`config.mk`:
```
export PLATFORM = sky130hd
export DESIGN_NAME = apb_master
export DESIGN_NICKNAME = d
export VERILOG_FILES = /design/src/rtl/apb_master.sv
export SDC_FILE = /design/constraint.sdc
export NUM_CORES = 1
export LEC_CHECK = 0
export ABC_AREA = 0
export BUFFER_PORTS_ARGS = -buffer_cell sky130_fd_sc_hd__clkbuf_2
export CAP_MARGIN = 20
export CELL_PAD_IN_SITES_DETAIL_PLACEMENT = 0
export CELL_PAD_IN_SITES_GLOBAL_PLACEMENT = 1
export CORE_ASPECT_RATIO = 0.7
export CORE_MARGIN = 2
export CORE_UTILIZATION = 25
export CTS_CLUSTER_SIZE = 28
export DETAILED_ROUTE_END_ITERATION = 8
export PLACE_DENSITY = 0.66
export SYNTH_ARGS = -nofsm -noshare
export SYNTH_HDL_FRONTEND = slang
export SYNTH_SLANG_ARGS = --single-unit
```
`constraint.sdc`:
```
create_clock -name pclk -period 1.9 [get_ports pclk]
set_input_delay 0.38 -clock pclk [delete_from_list [all_inputs] [get_ports pclk]]
set_output_delay 0.38 -clock pclk [all_outputs]
set_load 0.01 [all_outputs]
```
`src/rtl/apb_master.sv`:
```
// APB initiator: single-beat read/write commands in, SETUP/ACCESS on the bus, one-cycle response strobe out.
// Optional ACCESS wait timeout is enabled by defining APB_MASTER_TIMEOUT_EN.
module apb_master #(
    parameter int ADDR_W  = 8,
    parameter int DATA_W  = 16,
    parameter int TIMEOUT = 16
) (
    input  logic              pclk,
    input  logic              rst,
    input  logic              cmd_valid,
    output logic              cmd_ready,
    input  logic              cmd_write,
    input  logic [ADDR_W-1:0] cmd_addr,
    input  logic [DATA_W-1:0] cmd_wdata,
    output logic              rsp_valid,
    output logic [DATA_W-1:0] rsp_rdata,
    output logic              rsp_err,
    output logic              psel,
    output logic              penable,
    output logic              pwrite,
    output logic [ADDR_W-1:0] paddr,
    output logic [DATA_W-1:0] pwdata,
    input  logic              pready,
    input  logic [DATA_W-1:0] prdata
);

    typedef enum logic [1:0] {
        IDLE,
        SETUP,
        ACCESS
    } state_t;

    state_t state;

    generate
        if (TIMEOUT < 1) begin : g_bad_timeout
            $error("apb_master: TIMEOUT must be at least 1");
        end
    endgenerate

    // Gated by rst so a command presented during reset is never handshaked.
    assign cmd_ready = (state == IDLE) && !rst;

`ifdef APB_MASTER_TIMEOUT_EN
    localparam int CNT_W = $clog2(TIMEOUT + 1);

    logic [CNT_W-1:0] wait_cnt;
    logic             timed_out;

    // True on the edge that would be the TIMEOUT-th consecutive low-pready ACCESS edge.
    assign timed_out = (wait_cnt == CNT_W'(TIMEOUT - 1));

    always_ff @(posedge pclk or posedge rst) begin
        if (rst) begin
            wait_cnt <= '0;
        end else if (state == SETUP) begin
            wait_cnt <= '0;
        end else if (state == ACCESS && !pready) begin
            wait_cnt <= wait_cnt + CNT_W'(1);
        end
    end
`else
    assign rsp_err = 1'b0;
`endif

    always_ff @(posedge pclk or posedge rst) begin
        if (rst) begin
            state     <= IDLE;
            psel      <= 1'b0;
            penable   <= 1'b0;
            pwrite    <= 1'b0;
            paddr     <= '0;
            pwdata    <= '0;
            rsp_valid <= 1'b0;
            rsp_rdata <= '0;
`ifdef APB_MASTER_TIMEOUT_EN
            rsp_err   <= 1'b0;
`endif
        end else begin
            rsp_valid <= 1'b0;
            case (state)
                IDLE: begin
                    if (cmd_valid) begin
                        pwrite  <= cmd_write;
                        paddr   <= cmd_addr;
                        pwdata  <= cmd_wdata;
                        psel    <= 1'b1;
                        penable <= 1'b0;
                        state   <= SETUP;
                    end
                end
                SETUP: begin
                    penable <= 1'b1;
                    state   <= ACCESS;
                end
                ACCESS: begin
                    if (pready) begin
                        psel      <= 1'b0;
                        penable   <= 1'b0;
                        rsp_valid <= 1'b1;
                        rsp_rdata <= pwrite ? '0 : prdata;
`ifdef APB_MASTER_TIMEOUT_EN
                        rsp_err   <= 1'b0;
`endif
                        state     <= IDLE;
                    end
`ifdef APB_MASTER_TIMEOUT_EN
                    else if (timed_out) begin
                        psel      <= 1'b0;
                        penable   <= 1'b0;
                        rsp_valid <= 1'b1;
                        rsp_rdata <= '0;
                        rsp_err   <= 1'b1;
                        state     <= IDLE;
                    end
`endif
                end
                default: begin
                    psel    <= 1'b0;
                    penable <= 1'b0;
                    state   <= IDLE;
                end
            endcase
        end
    end

endmodule

```
# Word-level counts from Yosys, hierarchy flattened
# Index checks and enable logic that the tools add are counted.
# Widths: inputs -> output; s select.
[op_classes]
n_eq_ne = 4
muxes = 11
bitwise = 1
n_reduce_logical = 7
[op_table]
columns = ["cell", "count"]
rows = [
  ["$mux 16", 1],
  ["$pmux 1 s3", 2],
  ["$pmux 2 s3", 1],
  ["$reduce_and 2->1", 3],
  ["$mux 1", 5],
  ["$mux 2", 2],
  ["$ne 2x2->1 const B", 2],
  ["$reduce_and 3->1", 1],
  ["$eq 2x1->1 const B", 1],
  ["$eq 2x2->1 const B", 1],
  ["$logic_not 2->1", 1],
  ["$logic_and 1x1->1", 1],
  ["$logic_not 1->1", 1],
  ["$not 1->1", 1],
]
[totals]
regBits = 46
output_inout_bits = 46
elab_cells = 31

# Logic depth before layout (Yosys ltp)
# Gate-level depths: netlist of run 1.
[depth]
depth_word = 3
depth_mapped = 4
ltp_nobuf = 3

# Worst setup path after synthesis of run 1
# OpenSTA, ideal clock, no wires.
[synth_timing]
path_kind = "register to register"
start = "register state[1]"
end = "register paddr[0]"
setup_time_ns = 0.125
t_arrival_ns = 1.329
required_ns = 1.775
path_slack_ns = 0.446
path_stages_with_launch = 4
path_buffers = 1
synth_period_minus_slack_ns = 1.454
cell_sequence = "dfrtp_1 > nor3b_4 > buf_6 > mux2_2"
[synth_between]
elab_chain_len = 2
[synth_lines]
columns = ["item", "line", "text"]
rows = [
  ["start, declared", "33", "state_t state;"],
  ["start signal, assigned", "68", "state <= IDLE;"],
  ["start signal, assigned", "89", "state <= SETUP;"],
  ["start signal, assigned", "94", "state <= ACCESS;"],
  ["$logic_not 2->1", "81", "case (state)"],
  ["$reduce_and 2->1 (no source line)", "-", ""],
  ["end signal, assigned", "85", "paddr <= cmd_addr;"],
  ["end, declared", "21", "output logic [ADDR_W-1:0] paddr,"],
]
# Every way passes these cells.
# A chain may end at the register's enable or synchronous reset.

# Worst setup path in the final report of run 1
[layout_timing]
start = "register pwrite"
end = "output port pwrite"
[layout_lines]
columns = ["item", "line", "text"]
rows = [
  ["start, declared", "20", "output logic pwrite,"],
  ["start signal, assigned", "84", "pwrite <= cmd_write;"],
]
# No word-level cell between the ends.

==> flow_metrics.py, run 1 <==
metrics = {
    "worst_setup_path": {
        "worstPathCellList": "clkbuf_2",
        "crit_path_largest_cell_delay_ns": 0.64,
        "worst_ep_required_time_ns": 1.52,
        "timing.setup.critical_path_class": "reg2out",
        "critPathLaunchType": "register",
        "ff2ff_setup_slack_ns": 0.43,
        "critical-path-slowest-cell": "dfrtp_1",
        "critical-path-top-delay-family": "flip-flops",
        "r2r_end": "paddr[3]",
        "worst_flop_to_flop_path_startpoint": "state[0]",
        "source_of_the_critical_timing_path": "pwrite",
        "stages_on_the_worst_setup_path": 1,
        "critPathCapture": "pwrite",
        "worst_case_reg_to_reg_path_depth": 3,
        "critical_path_buf_inv_count": 1,
        "critical_path_end_type": "output pin",
        "worst_path_arrival_ns": 1.14,
        "critical_path.max_fanout": 18,
    },
    "synth": {
        "yosys-top-cells-count": "45 x dfrtp_1, 25 x mux2_2, 16 x nand2_1, 16 x nand2b_1, 16 x o21ai_0",
        "avg_cell_area_syn_um2": 13.0,
        "syn-instance-count": 137,
        "synth_cell_type_count": 18,
        "postSynth.topFlopCell": "dfrtp_1",
        "post-synth-top-count-cell": "dfrtp_1",
        "synthesis.yosys.warnings": 0,
        "synthesis.nets": 182,
        "netlist.top_cell.by_area": "dfrtp_1",
        "syn_area_um2": 1770,
        "post-synth-top-area-fraction_pct": 63.5,
        "synthArstFlopShare_pct": 100,
        "synth_enable_flop_cells": 0,
        "ys_seq_area_share_pct": 63.5,
        "postSynthRegisterBits": 45,
        "dominant_cells_by_area_after_synthesis": "dfrtp_1 63%, mux2_2 16%, nand2b_1 5.6%",
    },
    "global_route": {
        "grt_max_degree": 34,
        "grt_usage_pct": 9.63,
        "grt_first_pass_wirelength_mm": 5.87,
        "gr-total-overflow": 0,
        "number_of_antenna_violations_at_the_first_check_in_global_routing": 0,
        "grt_pass1_vias": 1250,
    },
    "sta": {
        "fmaxAchievable_mhz": 660,
        "final.setup_skew_ns": 0.0103,
        "slew_viol_final": 0,
        "layout_worst_path_cycle_share_pct": 79.8,
        "fin_setup_tns_ns": 0,
        "timing_hold_violations_final": 0,
        "rsz0062_at_grt": "no",
        "setup-violations-final": 0,
        "final.min_clock_period_ns": 1.52,
    },
    "cts": {
        "post_cts_buffers": 0,
        "tritoncts_buffers": 5,
        "cts.sink_count": 45,
        "tritoncts": "yes",
        "cts_hold_buffers": 0,
        "cts.repair.resized": 0,
        "htree_levels": 2,
        "clkTransAtPathRegs_ns": 0.08,
        "clock_insertion_delay_at_the_later_pin_of_the_skew_report_ns": 0.29,
        "clockBufferDepth": 2,
        "clock_tree.root_cell": "clkbuf_8",
    },
    "placed_design": {
        "place.detailed.hpwl_mm": 2.74,
        "placement.io_buffers": 89,
        "gp_congestion": 0.703,
        "standard_cell_area_after_detailed_placement_um2": 2340,
    },
    "floorplanning": {
        "die_y_um": 74.5,
        "boundaryPins": 91,
        "dieArea_um2": 7800,
        "initial_utilization_pct": 26.0,
        "die-width_um": 105,
        "placement_rows": 25,
        "core_region_area_um2": 6820,
    },
    "pwr": {
        "power_per_cell_area_nw_per_um2": 1480,
        "p_leak_nw": 1.22,
        "max-vdd-ir-drop_uv": 564,
        "post-layout-total-power_mw": 3.57,
    },
    "cells_and_area": {
        "drive_gt1_share_pct": 54.8,
        "multi_input_comb_area_um2": 586,
        "sequential_standard_cell_area_um2": 1130,
        "post-route-cell-area_um2": 2410,
        "area_growth_syn_to_layout_pct": 35.9,
        "finish.net_count": 274,
        "fillers": 708,
        "antenna_diode_count": 0,
    },
    "drt": {
        "avgRoutedWirePerCell_um": 11.4,
        "routed-via-count": 1274,
        "avgViaCountPerCell": 3.96,
        "total_wirelength_of_the_detailed_routed_design_mm": 3.66,
        "detailedRoute.firstIterationViolations": 26,
        "drt_pass1_iterations": 4,
        "final_antenna_violating_net_count": 0,
        "remaining_drc_errors": 0,
    },
    "min_path": {
        "hold_path.class": "in2async",
    },
    "outcome": {
        "result_of_the_run": "finished clean",
    },
    "run": {
        "max_cap_violations": 0,
    },
}
[how the worst min path moves through the flow]
stage	cells after the start	slack, ns	end	startpoint
floorplan	2	0.51	rsp_rdata[3]	rsp_rdata[3]
global placement	2	0.43	psel	rst
detailed placement	2	0.42	psel	rst
CTS	2	0.10	paddr[4]	rst
global route	2	0.12	pwdata[7]	rst
finish	2	0.09	pwdata[0]	rst
[metrics by stage]
stage | setup WS (ns) | std cells | hold WS [ns] | util (%)
floorplan | 0.446 | 137 | 0.513 | -
global placement | 0.447 | 316 | 0.431 | 34.3
detailed placement | 0.412 | 316 | 0.424 | 34.3
CTS | 0.331 | 322 | 0.102 | 35.4
global route | 0.270 | 322 | 0.124 | 35.4
finish | 0.385 | 322 | 0.0946 | 35.4
[routing by layer]
layer	wire (um)	up-vias	global-route usage, %
met1	1780	588	12.8
met4	13	0	3.11
met5	0	-	0
met2	1560	52	14.3
li1	-	632	-
met3	308	2	4.12
[registers in the layout, summed over array words and instances, names as in the netlist]
| register | cells |
|---|---|
| paddr | 8 |
| state | 2 |
| rsp_valid | 1 |
| psel | 1 |
| pwrite | 1 |
| rsp_rdata | 16 |
| pwdata | 16 |
[placed cells by master, fill, tap and decap left out, types with 2 or more instances in the layout]
| master | count |
|---|---|
| buf_12 | 2 |
| clkbuf_2 | 89 |
| clkbuf_8 | 5 |
| dfrtp_1 | 45 |
| inv_1 | 3 |
| mux2_2 | 25 |
| nand2_1 | 16 |
| nand2b_1 | 16 |
| nor3_1 | 2 |
| o21ai_0 | 16 |
[power breakdown]
group,switching [mW],internal [mW]
combinational,0.655,0.729
clock,0.298,0.242
sequential,0.270,1.37
total,1.22,2.35
[cells by family (layout without fill, tap and decap cells)]
kind of cell           count (synthesis)  after routing  share of synthesized area, %
other                                  1              1                         0.211
buffers and inverters                 11            102                          3.53
AND/OR/NAND/NOR                       36             36                          11.1
flip-flops                            45             45                          63.5
multiplexers                          25             25                          15.9
AO/OA/AOI/OAI                         19             19                          5.85
[area by class of cell]
| cell class | count | area share [%] |
|---|---|---|
| clock buffers | 5 | 2.85 |
| clock inverters | 1 | 0.208 |
| inverters | 4 | 0.623 |
| multi-input cells | 81 | 24.3 |
| flip-flops and latches | 45 | 46.7 |
| well taps | 94 | 4.88 |
| repair buffers | 92 | 20.4 |
No activity file was read; power rests on OpenSTA's default activity.
==> run 2: changes to the inputs <==
clock period = 1.5 ns   (was 1.9 ns; I/O delays follow)
==> run 2 against run 1 <==
- via count about the same
- cell count rose by 1.2%
- critical endpoint is now pwdata[15]
- sequential share of layout area is 1.5 points lower
==> flow_metrics.py, run 2 (synthesized netlist as in run 1, its figures left out) <==
metrics = {
    "outcome": {
        "result_of_the_run": "finished clean",
    },
    "cts": {
        "clockBufferDepth": 2,
        "tritoncts_buffers": 5,
        "cts.sink_count": 45,
        "cts_hold_buffers": 0,
        "clock_tree.root_cell": "clkbuf_8",
        "clkTransAtPathRegs_ns": 0.08,
        "htree_levels": 2,
        "clock_insertion_delay_at_the_later_pin_of_the_skew_report_ns": 0.29,
        "tritoncts": "yes",
    },
    "sta": {
        "rsz0062_at_grt": "no",
        "setup-violations-final": 0,
        "slew_viol_final": 0,
        "fmaxAchievable_mhz": 699,
        "layout_worst_path_cycle_share_pct": 95.3,
        "final.min_clock_period_ns": 1.43,
        "fin_setup_tns_ns": 0,
        "final.setup_skew_ns": 0.00469,
        "timing_hold_violations_final": 0,
    },
    "worst_setup_path": {
        "critical-path-top-delay-family": "flip-flops",
        "critical_path_buf_inv_count": 1,
        "critPathLaunchType": "register",
        "stages_on_the_worst_setup_path": 3,
        "critical_path.max_fanout": 24,
        "crit_path_largest_cell_delay_ns": 0.46,
        "critical_path_end_type": "register",
        "r2r_end": "pwdata[15]",
        "timing.setup.critical_path_class": "reg2reg",
        "worst_flop_to_flop_path_startpoint": "state[0]",
        "worst_path_arrival_ns": 1.61,
        "worstPathCellList": "nor3b_4, buf_12, mux2_2",
        "worst_ep_required_time_ns": 1.68,
        "critical-path-slowest-cell": "dfrtp_1",
        "ff2ff_setup_slack_ns": 0.07,
        "worst_case_reg_to_reg_path_depth": 3,
    },
    "pwr": {
        "power_per_cell_area_nw_per_um2": 1980,
        "p_leak_nw": 1.26,
        "max-vdd-ir-drop_uv": 739,
    },
    "cells_and_area": {
        "drive_gt1_share_pct": 56.5,
        "antenna_diode_count": 0,
        "layout.cells.most_common": "clkbuf_2",
        "largestRegisters": "pwdata x16, rsp_rdata x16, paddr x8",
        "fillers": 708,
        "post_layout_nonfiller_instances": 326,
        "final_core_util_pct": 36.6,
        "area_growth_syn_to_layout_pct": 40.5,
        "finish.net_count": 276,
        "layout.cells.most_common_list": "89 x clkbuf_2, 44 x dfrtp_1, 25 x mux2_2",
    },
    "global_route": {
        "grt_pass1_vias": 1249,
        "gr-total-overflow": 0,
        "number_of_antenna_violations_at_the_first_check_in_global_routing": 0,
        "grt_usage_pct": 9.87,
        "grt_max_degree": 34,
        "grt_first_pass_wirelength_mm": 6.04,
    },
    "floorplanning": {
        "boundaryPins": 91,
        "placement_rows": 25,
        "dieArea_um2": 7800,
        "die-width_um": 105,
        "initial_utilization_pct": 26.0,
        "core_region_area_um2": 6820,
        "die_y_um": 74.5,
    },
    "placed_design": {
        "gp_congestion": 0.692,
        "placement.io_buffers": 89,
        "place.detailed.hpwl_mm": 2.81,
        "post-place-cells": 318,
    },
    "drt": {
        "total_wirelength_of_the_detailed_routed_design_mm": 3.77,
        "detailedRoute.firstIterationViolations": 21,
        "drt_pass1_iterations": 2,
        "final_antenna_violating_net_count": 0,
        "avgRoutedWirePerCell_um": 11.6,
        "avgViaCountPerCell": 3.91,
        "remaining_drc_errors": 0,
        "routed-via-count": 1275,
    },
    "min_path": {
        "hold_path.class": "in2async",
    },
    "run": {
        "max_cap_violations": 0,
    },
}
run 2: power by group:
group / total [mW] / internal, mW / leakage [nW] / switching (mW)
clock: 1.07 / 0.662 / 0.0681 / 0.404
combinational: 1.78 / 0.949 / 0.641 / 0.834
sequential: 2.09 / 1.74 / 0.549 / 0.348
run 2: what timing repair did:
item / 4_1_cts / 5_1_grt
endpoints found under the setup margin: 0 / 2
resized for setup: 0 / 2
setup buffers: 0 / 0
run 2: worst max path at each step:
stage,start,end,slack (ns)
2_1_floorplan,state[1],paddr[0],0.05
3_3_place_gp,state[0],paddr[1],0.12
3_5_place_dp,state[0],pwdata[15],0.08
4_1_cts,state[0],cmd_ready,0.02
5_1_grt,state[0],cmd_ready,0.02
6_report,state[0],pwdata[15],0.07
run 2: layout make-up:
type / instances / area (um2) / share of cell area (%)
Clock inverter: 3 / 65.1 / 2.61
Clock buffer: 5 / 68.8 / 2.76
Multi-Input combinational cell: 81 / 591 / 23.7
Sequential cell: 45 / 1130 / 45.2
Timing Repair Buffer: 94 / 508 / 20.4
Inverter: 4 / 15.0 / 0.602
Tap cell: 94 / 118 / 4.72
run 2: through the flow:
stage                     area, um2  setup slack [ns]  hold slack [ns]  total power, mW
after detailed placement       2350            0.0834            0.356             3.94
after global routing           2490            0.0167           0.0737             5.33
after global placement         2350             0.119            0.358             3.91
final                          2490            0.0700           0.0498             4.94
after floorplan                1770            0.0461            0.449             3.13
after CTS                      2490            0.0191           0.0279             5.04
run 2: tightest hold or removal path, stage by stage:
cell and delay [ns]:
clkbuf_2 0.11, inv_2 0.05, buf_4 0.26
run 2: routing by layer:
metal  track usage [%]  share of wire, %
met1              13.4                49
met2              15.0                43
met4              2.67              0.29
met5                 0                 0
met3              3.68               7.7
